**config.mk**
```make
export PLATFORM = sky130hd
export DESIGN_NAME = uart_cmd_responder
export DESIGN_NICKNAME = d
export VERILOG_FILES = /design/src/rtl/uart_pkg.sv /design/src/rtl/uart_cmd_responder_sender.sv /design/src/rtl/uart_cmd_responder.sv
export SDC_FILE = /design/constraint.sdc
export NUM_CORES = 1
export LEC_CHECK = 0
export BUFFER_PORTS_ARGS = -buffer_cell sky130_fd_sc_hd__buf_4
export CAP_MARGIN = 30
export CORE_MARGIN = 2
export CORE_UTILIZATION = 52
export DETAILED_ROUTE_END_ITERATION = 8
export PLACE_DENSITY = 0.78
export SYNTH_ARGS = -nofsm -noshare
export SYNTH_HDL_FRONTEND = slang
export SYNTH_SLANG_ARGS = --single-unit
```
**constraint.sdc**
```tcl
create_clock -name clk -period 2.66 [get_ports clk]
set_input_delay 0.665 -clock clk [delete_from_list [all_inputs] [get_ports clk]]
set_output_delay 0.665 -clock clk [all_outputs]
set_load 0.01 [all_outputs]
```
**src/rtl/uart_pkg.sv**
```systemverilog
// Shared constants, status codes and FSM states for the UART command responder.
// Imported by the responder top and its byte sender.
package uart_pkg;

    localparam logic [7:0] SOF_CMD = 8'hA5;
    localparam logic [7:0] SOF_RSP = 8'h5A;
    localparam logic [7:0] CMD_WR  = 8'h57;
    localparam logic [7:0] CMD_RD  = 8'h52;

    localparam logic [7:0] ST_OK       = 8'h00;
    localparam logic [7:0] ST_BAD_CHK  = 8'h01;
    localparam logic [7:0] ST_BAD_CMD  = 8'h02;
    localparam logic [7:0] ST_BAD_ADDR = 8'h03;

    typedef enum logic [3:0] {
        IDLE,
        GET_CMD,
        GET_ADDR,
        GET_DATA,
        GET_CHK,
        EXEC,
        TX_PULSE,
        TX_WAIT_HI,
        TX_WAIT_LO
    } state_t;

    // Response frame byte for a given index: SOF, STATUS, RDATA, RCHK.
    function automatic logic [7:0] rsp_byte(
        input logic [1:0] idx,
        input logic [7:0] status,
        input logic [7:0] rdata
    );
        logic [7:0] b;
        case (idx)
            2'd0:    b = SOF_RSP;
            2'd1:    b = status;
            2'd2:    b = rdata;
            default: b = status ^ rdata;
        endcase
        return b;
    endfunction

endpackage

```
**src/rtl/uart_cmd_responder_sender.sv**
```systemverilog
// Single-byte transmit handshake: pulse tx_start while the
// transmitter is idle, then wait for tx_busy to rise and fall.
module uart_byte_sender
    import uart_pkg::*;
(
    input  logic       clk,
    input  logic       rst,
    input  logic       send,
    input  logic [7:0] byte_in,
    input  logic       tx_busy,
    output logic [7:0] tx_data,
    output logic       tx_start,
    output logic       done
);

    state_t state;
    state_t state_nxt;

    // Handshake state register.
    always_ff @(posedge clk or posedge rst) begin
        if (rst) state <= IDLE;
        else     state <= state_nxt;
    end

    // Latch the byte on send; it stays put until the next send.
    always_ff @(posedge clk or posedge rst) begin
        if (rst)       tx_data <= 8'h00;
        else if (send) tx_data <= byte_in;
    end

    // Next state, start pulse and done pulse.
    always_comb begin
        state_nxt = state;
        tx_start  = 1'b0;
        done      = 1'b0;
        unique case (state)
            IDLE: begin
                if (send) state_nxt = TX_PULSE;
            end
            TX_PULSE: begin
                if (!tx_busy) begin
                    tx_start  = 1'b1;
                    state_nxt = TX_WAIT_HI;
                end
            end
            TX_WAIT_HI: begin
                if (tx_busy) state_nxt = TX_WAIT_LO;
            end
            TX_WAIT_LO: begin
                if (!tx_busy) begin
                    done      = 1'b1;
                    state_nxt = send ? TX_PULSE : IDLE;
                end
            end
            default: state_nxt = IDLE;
        endcase
    end

endmodule

```
**src/rtl/uart_cmd_responder.sv**
```systemverilog
// Parses A5-framed register commands from the UART receiver, performs
// the register access and answers with a 4-byte 5A-framed response.
module uart_cmd_responder
    import uart_pkg::*;
#(
    parameter int NREGS          = 16,
    parameter int TIMEOUT_CYCLES = 100000
) (
    input  logic       clk,
    input  logic       rst,
    input  logic [7:0] rx_data,
    input  logic       rx_ready,
    input  logic       tx_busy,
    output logic [7:0] tx_data,
    output logic       tx_start,
    output logic [7:0] reg_addr,
    output logic [7:0] reg_wdata,
    output logic       reg_we,
    input  logic [7:0] reg_rdata,
    output logic       busy
);

    localparam int CW = $clog2(TIMEOUT_CYCLES + 1);

    state_t        state;
    state_t        state_nxt;
    logic [7:0]    cmd_r;
    logic [7:0]    chk_r;
    logic [7:0]    status_r;
    logic [7:0]    rdata_r;
    logic [1:0]    idx;
    logic [CW-1:0] cnt;
    logic          in_get;
    logic          timeout;
    logic          is_wr;
    logic [7:0]    calc_chk;
    logic [7:0]    status_c;
    logic [7:0]    rdata_c;
    logic          send;
    logic [7:0]    send_byte;
    logic          done;

    assign busy    = (state != IDLE);
    assign in_get  = (state == GET_CMD) || (state == GET_ADDR) ||
                     (state == GET_DATA) || (state == GET_CHK);
    assign timeout = in_get && (cnt == CW'(TIMEOUT_CYCLES - 1));
    assign is_wr   = (cmd_r == CMD_WR);

    // Status and response data, consumed in EXEC.
    always_comb begin
        calc_chk = cmd_r ^ reg_addr ^ (is_wr ? reg_wdata : 8'h00);
        if (calc_chk != chk_r)
            status_c = ST_BAD_CHK;
        else if (!is_wr && cmd_r != CMD_RD)
            status_c = ST_BAD_CMD;
        else if (int'(reg_addr) >= NREGS)
            status_c = ST_BAD_ADDR;
        else
            status_c = ST_OK;
        if (status_c != ST_OK) rdata_c = 8'h00;
        else if (is_wr)        rdata_c = reg_wdata;
        else                   rdata_c = reg_rdata;
    end

    // Main FSM state register.
    always_ff @(posedge clk or posedge rst) begin
        if (rst) state <= IDLE;
        else     state <= state_nxt;
    end

    // Inter-byte timeout counter, live only while collecting a frame.
    always_ff @(posedge clk or posedge rst) begin
        if (rst)                   cnt <= '0;
        else if (rx_ready || !in_get) cnt <= '0;
        else                       cnt <= cnt + CW'(1);
    end

    // Frame fields, latched result and response byte index.
    always_ff @(posedge clk or posedge rst) begin
        if (rst) begin
            cmd_r     <= 8'h00;
            reg_addr  <= 8'h00;
            reg_wdata <= 8'h00;
            chk_r     <= 8'h00;
            status_r  <= 8'h00;
            rdata_r   <= 8'h00;
            idx       <= 2'd0;
        end else begin
            if (rx_ready) begin
                case (state)
                    GET_CMD:  cmd_r     <= rx_data;
                    GET_ADDR: reg_addr  <= rx_data;
                    GET_DATA: reg_wdata <= rx_data;
                    GET_CHK:  chk_r     <= rx_data;
                    default:  ;
                endcase
            end
            if (state == EXEC) begin
                status_r <= status_c;
                rdata_r  <= rdata_c;
                idx      <= 2'd0;
            end else if (done) begin
                idx <= idx + 2'd1;
            end
        end
    end

    // Next state, write strobe and byte hand-off to the sender.
    // While a response is out the FSM parks in TX_PULSE; the sender
    // walks the per-byte pulse / wait-high / wait-low handshake.
    always_comb begin
        state_nxt = state;
        send      = 1'b0;
        send_byte = SOF_RSP;
        reg_we    = 1'b0;
        unique case (state)
            IDLE: begin
                if (rx_ready && rx_data == SOF_CMD) state_nxt = GET_CMD;
            end
            GET_CMD: begin
                if (rx_ready)     state_nxt = GET_ADDR;
                else if (timeout) state_nxt = IDLE;
            end
            GET_ADDR: begin
                if (rx_ready)     state_nxt = is_wr ? GET_DATA : GET_CHK;
                else if (timeout) state_nxt = IDLE;
            end
            GET_DATA: begin
                if (rx_ready)     state_nxt = GET_CHK;
                else if (timeout) state_nxt = IDLE;
            end
            GET_CHK: begin
                if (rx_ready)     state_nxt = EXEC;
                else if (timeout) state_nxt = IDLE;
            end
            EXEC: begin
                reg_we    = is_wr && (status_c == ST_OK);
                send      = 1'b1;
                send_byte = SOF_RSP;
                state_nxt = TX_PULSE;
            end
            TX_PULSE: begin
                if (done) begin
                    if (idx == 2'd3) begin
                        state_nxt = IDLE;
                    end else begin
                        send      = 1'b1;
                        send_byte = rsp_byte(idx + 2'd1, status_r, rdata_r);
                    end
                end
            end
            default: state_nxt = IDLE;
        endcase
    end

    uart_byte_sender u_sender (
        .clk      (clk),
        .rst      (rst),
        .send     (send),
        .byte_in  (send_byte),
        .tx_busy  (tx_busy),
        .tx_data  (tx_data),
        .tx_start (tx_start),
        .done     (done)
    );

endmodule

```
# ---- Yosys cells after proc, flatten, opt, wreduce, memory -nomap -nowiden
# Cells that the tools add are included.
dict set report word_totals {
  input_bits 20
  elab_cells 100
  register_bits 83
  output_inout_bits 27
}
dict set report op_classes {
  bitwise_logic 3
  order_cmp 1
  addsub 2
  n_eq_ne 24
  n_reduce_logical 23
  mux 36
}
# op n
set ops {}
lappend ops {{$mux W4} 12}
lappend ops {{$mux W8} 6}
lappend ops {{$pmux W4 S7} 1}
lappend ops {{$pmux W8 S3} 1}
lappend ops {{$xor A8 B8 Y8} 3}
lappend ops {{$eq A4 B3 Y1 const B} 5}
lappend ops {{$add A17 B1 Y17 const B} 1}
lappend ops {{$eq A17 B17 Y1 const B} 1}
lappend ops {{$mux W17} 1}
lappend ops {{$pmux W4 S4} 1}
lappend ops {{$ne A2 B2 Y1 const B} 6}
lappend ops {{$mux W2} 5}
lappend ops {{$eq A4 B2 Y1 const B} 2}
lappend ops {{$eq A8 B7 Y1 const B} 1}
lappend ops {{$eq A8 B8 Y1 const B} 1}
lappend ops {{$ge A8 B5 Y1 const B} 1}
lappend ops {{$logic_not A4 Y1} 2}
lappend ops {{$logic_not A8 Y1} 1}
lappend ops {{$ne A8 B7 Y1 const B} 1}
lappend ops {{$ne A8 B8 Y1} 1}
lappend ops {{$reduce_and A2 Y1} 4}
lappend ops {{$reduce_bool A8 Y1} 1}
lappend ops {{$mux W1} 6}
lappend ops {{$mux W3} 2}
lappend ops {{15 further kinds} 23}

# ---- Logic depth before layout (Yosys ltp)
# Gate-level depths: netlist of the first run.
dict set report logic_depth {
  ltp_word 8
  mapped_depth 7
  mapped_depth_nobuf 7
}

# ---- Modules after synthesis
# From an unflattened synthesis of the first run, not the netlist that was laid out.
dict set report hier_totals {
  hier_cells 384
  area_unflattened_um2 4106.4
}
# module n_inst area_each_um2 cells_each seq_area_each_um2
set modules_own_cells {}
lappend modules_own_cells {uart_cmd_responder 1 3657.3 353 1626.6}
lappend modules_own_cells {uart_byte_sender 1 449.2 31 275.3}

# ---- Least setup slack after synthesis of the first run
# Ideal clock, no wire load.
dict set report synth_timing {
  path_kind {register -> output}
  from {reg cmd_r[7]}
  to {out reg_we}
  path_stages_with_launch 8
  required_time_ns 1.995
  path_slack_ns -0.127
  n_path_buf 2
  arrival_ns 2.122
  cell_sequence {dfrtp_1 > or4b_1 > buf_2 > or2_4 > nor4_2 > o22ai_1 > buf_6 > nor3_1}
}
dict set report synth_via {
  elab_chain_len 8
  word_cells_on_any_way 13
  cone_classes {eq/ne: 3; mux: 4; bitwise: 2; reduce/logical: 4}
}
# element line
set synth_lines {}
lappend synth_lines {{start: declaration} uart_cmd_responder.sv:27} ;# logic [7:0] cmd_r;
lappend synth_lines {{start signal: assignment} uart_cmd_responder.sv:91} ;# GET_CMD: cmd_r <= rx_data;
lappend synth_lines {{$eq A8 B7 Y1} uart_cmd_responder.sv:47} ;# assign is_wr = (cmd_r == CMD_WR);
lappend synth_lines {{$mux W8 / $logic_not A1 Y1 (equally long branches)} {uart_cmd_responder.sv:51, uart_cmd_responder.sv:54}}
lappend synth_lines {{$xor A8 B8 Y8 / $logic_and A1 B1 Y1 (equally long branches)} {uart_cmd_responder.sv:51, uart_cmd_responder.sv:54}}
lappend synth_lines {{$ne A8 B8 Y1 / $mux W2 (equally long branches)} {uart_cmd_responder.sv:52, uart_cmd_responder.sv:54}}
lappend synth_lines {{$mux W2} uart_cmd_responder.sv:52} ;# if (calc_chk != chk_r)
lappend synth_lines {{$logic_not A8 Y1} uart_cmd_responder.sv:137} ;# reg_we = is_wr && (status_c == ST_OK);
lappend synth_lines {{$logic_and A1 B1 Y1 *} uart_cmd_responder.sv:137}
lappend synth_lines {{$mux W1 *} uart_cmd_responder.sv:116} ;# unique case (state)
lappend synth_lines {{end: declaration} uart_cmd_responder.sv:18} ;# output logic reg_we,
# Mark *: on every way between the ends. The rest lies on a longest branch, timed or not.

# ---- Worst setup path in the final report of the first run
# Ends and elaborated chain as after synthesis.

==> metrics.yaml, run 1 <==
combPwrFrac: 0.169
violations: "negative setup slack"
rrSetupSlack_ps: 440
synth_seq_area_share: 0.4850
seqPwrFrac: 0.460
via_count: 2974
grt_use_total: 0.2188
p_leak_nw: 2.235
rsz0062_at_grt: "yes"
netlist_top_cells_count: "76 x dfrtp_1, 32 x mux2_2, 28 x nand2_1"
synth_edf_count: 0
fin_ws_ps: -253.1
p_switching_uw: 712.1
design_area_mm2: 0.004818
ys_async_sr_fraction: 1.000
synthToLayoutAreaGrowth_pct: 22.88
io_pins: 47
cts.sinks: 76
synth_nets: 381
skew_ps: 10.06
path_depth: 7
die_h_um: 90.84
num_rows: 31
synth_area_leaders: "dfrtp_1 49%, mux2_2 9.2%, xnor3_1 4.6%, nand2_1 2.7%, xor2_1 2.7%"
endpoint_kind: "output port"
grt_start_max_net_pins: 57
route.detailed.drc: 0
reg2reg_depth: 8
critPathTopFamily: "simple AND/OR/NAND/NOR gates"
outcome: "finished with violations"
critPathKind: "reg -> out"
n_antenna_cell: 0
cts_tree: "yes"
critPathMaxFanout: 5
endpoint: "reg_we"
overflow: 0
crit_buf_inv: 2
clkPwrFrac: 0.371
min_period_ps: 2913
numCtsBuffers: 9
yosysTopAreaCell: "dfrtp_1"
startpoint_type: "flip-flop"
setup_viol: 1
max_freq_mhz: 343.3
max-slew-margin-rel: 0.5620
nets: 448
fillCellCount: 576
hold_viol_final: 0
irDropWorstVdd_mv: 0.4372
synth_area_mm2: 0.003921
synthCells: 356
placed_area_mm2: 0.004499
antenna_found_initial: 0
synth_top_area_frac: 0.4850
dpl.hpwl_um: 6125
critPathMaxStageDelay_ps: 540
grt_pass1_wl_um: 14380
h-tree-depth: 3
p_int_mw: 2.015
ys_ff_latch: 76
fp.coreArea_mm2: 0.007292
worstSkewPairLatency_ps: 350
slew_violations: 0
cp.required_ps: 2000
cp_slowest_cell: "or4b_4"
p_per_area_mw_per_mm2: 565.9
routedWlPerCell_um: 16.26
synth_area_per_cell_um2: 11.01
cts-hold-fix-buffers: 0
drv_cap: 0
yosysWarnings: 0
ant_nets: 0
cts_root_buffer: "clkbuf_8"
worstSetupStartpoint: "cmd_r[7]"
initial_core_util: 0.5377
yosysUniqueCellTypes: 55
crit_chain: "or4b_4, buf_6, or3_4, nor2_4, nand2_2, nor3_4, buf_6"
place_congestion: 0.8877
die_x_um: 90.84
port_buffers: 46
hold_path.class: "in -> async"
drt_iter0_markers: 248
tightest_slew_ps: 653.5
path_clk_slew_ps: 70
final.period_utilization: 1.095
clock_path_buffers: 2
wl_um: 8569
routed_via_density: 5.643
arrival_ps: 2250
drive_above_1_share: 0.3131
path_common_cell: "buf_6"
p_sw_frac: 0.2612
synth_most_common_cell: "dfrtp_1"
ys.flop_type: "dfrtp_1"
grt_pass1_vias: 2883
hold_ws_ps: 338.4
rr_startpoint: "cmd_r[7]"
dieArea_mm2: 0.008252
detail_route.first_pass.iterations: 5
reg2reg_to: "rdata_r[0]"
-- cell families after synthesis --
logic type               after synthesis  synth area share
adder cells (fa/ha/maj)                5           0.01595
AND/OR/NAND/NOR                      129            0.1841
other                                  1         0.0009563
multiplexers                          40            0.1123
XOR/XNOR                              25           0.08392
AO/OA/AOI/OAI                         58           0.09445
flip-flops                            76            0.4850
buffers and inverters                 22           0.02329
-- cells in the final DEF (no fill, tap or decap), drive strengths merged, types with 3 or more instances in the layout --
cell,instances
nor4,5
or3,3
and2,3
nor2,25
dfrtp,76
o21ai,13
mux2,32
xnor2,5
xor2,12
buf,69
xnor3,8
mux2i,8
nand2b,7
o31ai,10
o22ai,3
nor3,14
inv,9
nor2b,5
and4,3
ha,5
nand2,28
and3,5
nand4,6
a21oi,18
clkbuf,12
nand3,13
-- how the worst min path moves through the flow --
stage	cells past startpoint	slack (ps)	endpoint	from
floorplan	1	420	cnt[0]	cnt[0]
finish	2	340	cnt[4]	rst
CTS	2	340	cnt[4]	rst
global route	2	360	cnt[7]	rst
detailed placement	1	450	cnt[0]	cnt[0]
global placement	1	440	cnt[0]	cnt[0]
-- state kept, by name, summed over array words and instances (netlist names) --
| signal | cells |
|---|---|
| idx | 2 |
| u_sender.tx_data | 8 |
| reg_wdata | 8 |
| u_sender.state | 3 |
| cmd_r | 8 |
| cnt | 17 |
| rdata_r | 8 |
| reg_addr | 8 |
| chk_r | 8 |
| status_r | 2 |
| state | 4 |
-- power by group through the flow --
| stage | Clock, mW | Combinational (mW) | Sequential, mW |
|---|---|---|---|
| 2_1_floorplan | 0 | 0.308 | 1.27 |
| 3_3_place_gp | 0 | 0.425 | 1.27 |
| 3_5_place_dp | 0 | 0.445 | 1.28 |
| 4_1_cts | 1.04 | 0.457 | 1.25 |
| 5_1_grt | 1.09 | 0.502 | 1.26 |
| 6_report | 1.01 | 0.461 | 1.26 |
-- per-stage QoR --
step	std cells	power [mW]	TNS, ps	setup slack (ps)	utilization
after global placement	507	1.697	-19.34	-19.34	0.6170
after CTS	526	2.749	-312.2	-312.2	0.6587
after global routing	527	2.854	-345.4	-345.4	0.6608
after detailed placement	507	1.721	-68.77	-68.77	0.6170
final	527	2.727	-253.1	-253.1	0.6608
after floorplan	356	1.575	0	0.3375	-
-- timing repair --
item / CTS / global route
setup endpoints to repair: 1 / 1
resized for setup: 11 / 1
pin swaps: 8 / 3
setup buffers: 3 / 1
endpoints found under the hold margin: 0 / 0
-- metal layers --
| metal | wire, um | track usage | part of all wire | up-vias |
|---|---|---|---|---|
| met5 | 0 | 0 | 0 | - |
| met4 | 141 | 0.07449 | 0.016 | 0 |
| met3 | 385 | 0.04424 | 0.045 | 11 |
| met2 | 4020 | 0.3427 | 0.47 | 80 |
| met1 | 4022 | 0.3064 | 0.47 | 1458 |
| li1 | - | - | - | 1425 |
-- area by class of cell --
type	instances	area, um^2	area share
repair buffers	69	538.0	0.1117
multi-input cells	258	1986	0.4121
well taps	99	123.9	0.02571
clock inverters	4	70.07	0.01454
flip-flops and latches	76	1902	0.3947
inverters	9	33.78	0.007011
clock buffers	12	165.2	0.03428
Power figures use the tool's default switching activity.
==> inputs of run 2 (changes only) <==
--- a/config.mk
+++ b/config.mk
@@ -7,10 +7,12 @@
 export LEC_CHECK = 0
 export BUFFER_PORTS_ARGS = -buffer_cell sky130_fd_sc_hd__buf_4
 export CAP_MARGIN = 30
+export CORE_ASPECT_RATIO = 0.8
 export CORE_MARGIN = 2
 export CORE_UTILIZATION = 52
 export DETAILED_ROUTE_END_ITERATION = 8
 export PLACE_DENSITY = 0.78
+export REMOVE_ABC_BUFFERS = 1
 export SYNTH_ARGS = -nofsm -noshare
 export SYNTH_HDL_FRONTEND = slang
 export SYNTH_SLANG_ARGS = --single-unit
==> metrics.yaml, run 2 (same netlist as run 1, synthesis figures left out) <==
outcome: "finished with violations"
violations: "negative setup slack"
final.period_utilization: 1.111  # +0.01572
irDropWorstVdd_mv: 0.3614  # -17%
die_x_um: 101.1  # +11%
drt_iter0_markers: 236  # -4.8%
rsz0062_at_grt: "yes"
place_congestion: 0.8743  # -1.5%
wl_um: 9463  # +10%
arrival_ps: 2290  # +40 ps
skew_ps: 12.08  # +2.014 ps
overflow: 0  # unchanged
dieArea_mm2: 0.008256  # about the same
grt_pass1_wl_um: 15340  # +6.7%
endpoint_kind: "output port"
slew_violations: 0  # unchanged
tightest_slew_ps: 624.8  # -28.71 ps
max-slew-margin-rel: 0.5835  # +0.02151
port_buffers: 46  # unchanged
startpoint_type: "flip-flop"
worstSkewPairLatency_ps: 350  # about the same
max_freq_mhz: 338.4  # -1.4%
cp.required_ps: 2000  # about the same
critPathMaxFanout: 4  # -1
routed_via_density: 5.831  # +3.3%
design_area_mm2: 0.004902  # +1.7%
hold_path.class: "in -> async"
cts.sinks: 76  # unchanged
die_h_um: 81.67  # -10%
placed_area_mm2: 0.004527  # +0.61%
p_leak_nw: 2.254  # +0.87%
clock_path_buffers: 2  # unchanged
cts-hold-fix-buffers: 0  # unchanged
critPathKind: "reg -> out"
min_period_ps: 2955  # +41.81 ps
initial_core_util: 0.5330  # -0.004756
cts_tree: "yes"
drv_cap: 0  # unchanged
detail_route.first_pass.iterations: 5  # unchanged
grt_start_max_net_pins: 28  # -51%
h-tree-depth: 3  # unchanged
io_pins: 47  # unchanged
nets: 456  # +1.8%
largest_register_ffs: 17  # unchanged
rrSetupSlack_ps: 100  # -340 ps
fp.coreArea_mm2: 0.007357  # +0.89%
ant_nets: 0  # unchanged
setup_viol: 1  # unchanged
antenna_found_initial: 0  # unchanged
drive_above_1_share: 0.3463  # +0.03325
place_ws_ps: -72.81  # -4.039 ps
grt_pass1_vias: 3062  # +6.2%
final_util: 0.6663  # +0.005551
grt_use_total: 0.2453  # +0.02651
layout_common_cells: "74 x dfrtp_1, 70 x buf_4, 32 x mux2_2"
route.detailed.drc: 0  # unchanged
numCtsBuffers: 9  # unchanged
hold_viol_final: 0  # unchanged
synthToLayoutAreaGrowth_pct: 25.02
fin_ws_ps: -294.9  # -41.81 ps
cts_root_buffer: "clkbuf_8"
num_rows: 28  # -9.7%
p_total_mw: 2.686  # -1.5%
dpl.hpwl_um: 6569  # +7.2%
final_common_cell: "dfrtp_1"
routedWlPerCell_um: 17.99  # +11%
largest_register: "cnt"
p_per_area_mw_per_mm2: 548.0  # -3.2%
n_antenna_cell: 0  # unchanged
path_clk_slew_ps: 80  # about the same
via_count: 3067  # +3.1%
## run 2: cell count changes in the layout (fill, tap and decap cells not counted), moves of 3 or more
cell,before,now
clkbuf_8,12,9
buf_4,66,70
buf_6,2,5
o31ai_1,9,6
## run 2: repair_timing
item                                    in CTS  in global routing
gates resized for setup                     22                  7
endpoints found under the setup margin       1                 11
setup buffers                                8                  2
pin swaps                                   13                  2
## run 2: final timing paths
kind	startpoint	end	depth (start not counted)
min in group clk	cnt[0]	cnt[0]	1
hold / removal	rst	cnt[2]	2
max in group asynchronous	rst	cmd_r[2]	4
hold reg to reg	cnt[0]	cnt[0]	1
setup reg to reg	cmd_r[7]	rdata_r[4]	10
setup / recovery	cmd_r[7]	reg_we	6
## run 2: metal layers
layer  share of wire  track usage  vias to the layer above
met5               0            0                        -
met4           0.015      0.08784                        0
met3           0.044      0.04596                       14
met2            0.47       0.3881                       97
met1            0.47       0.3411                     1522
li1                -            -                     1434
## run 2: final cells by class
cell class	count	area [um^2]
Multi-Input combinational cell	258	2014
Inverter	9	33.78
Timing Repair Buffer	77	621.8
Sequential cell	76	1904
Fill cell	559	2455
Clock buffer	9	123.9
Tap cell	90	112.6
Clock inverter	7	91.34
## run 2: critical path, cell delays in order (launching register included)
cell	delay [ps]
dfrtp_1	390
or4b_4	580
or2_4	280
nor4_2	210
o22ai_2	140
nor3_2	190
buf_4	140
## run 2: power breakdown
part | internal (mW) | switching [mW] | total, mW
combinational | 0.228 | 0.248 | 0.476
sequential | 1.20 | 0.0570 | 1.25
clock | 0.525 | 0.431 | 0.956
total | 1.95 | 0.736 | 2.69
## run 2: per-stage QoR
stage | TNS [ps] | std cells | hold WS, ps
2_1_floorplan | -169.7 | 343 | 424.5
6_report | -294.9 | 526 | 390.8
3_3_place_gp | -39.06 | 503 | 438.3
4_1_cts | -832.2 | 527 | 407.3
5_1_grt | -381.4 | 526 | 433.5
3_5_place_dp | -72.81 | 503 | 445.5
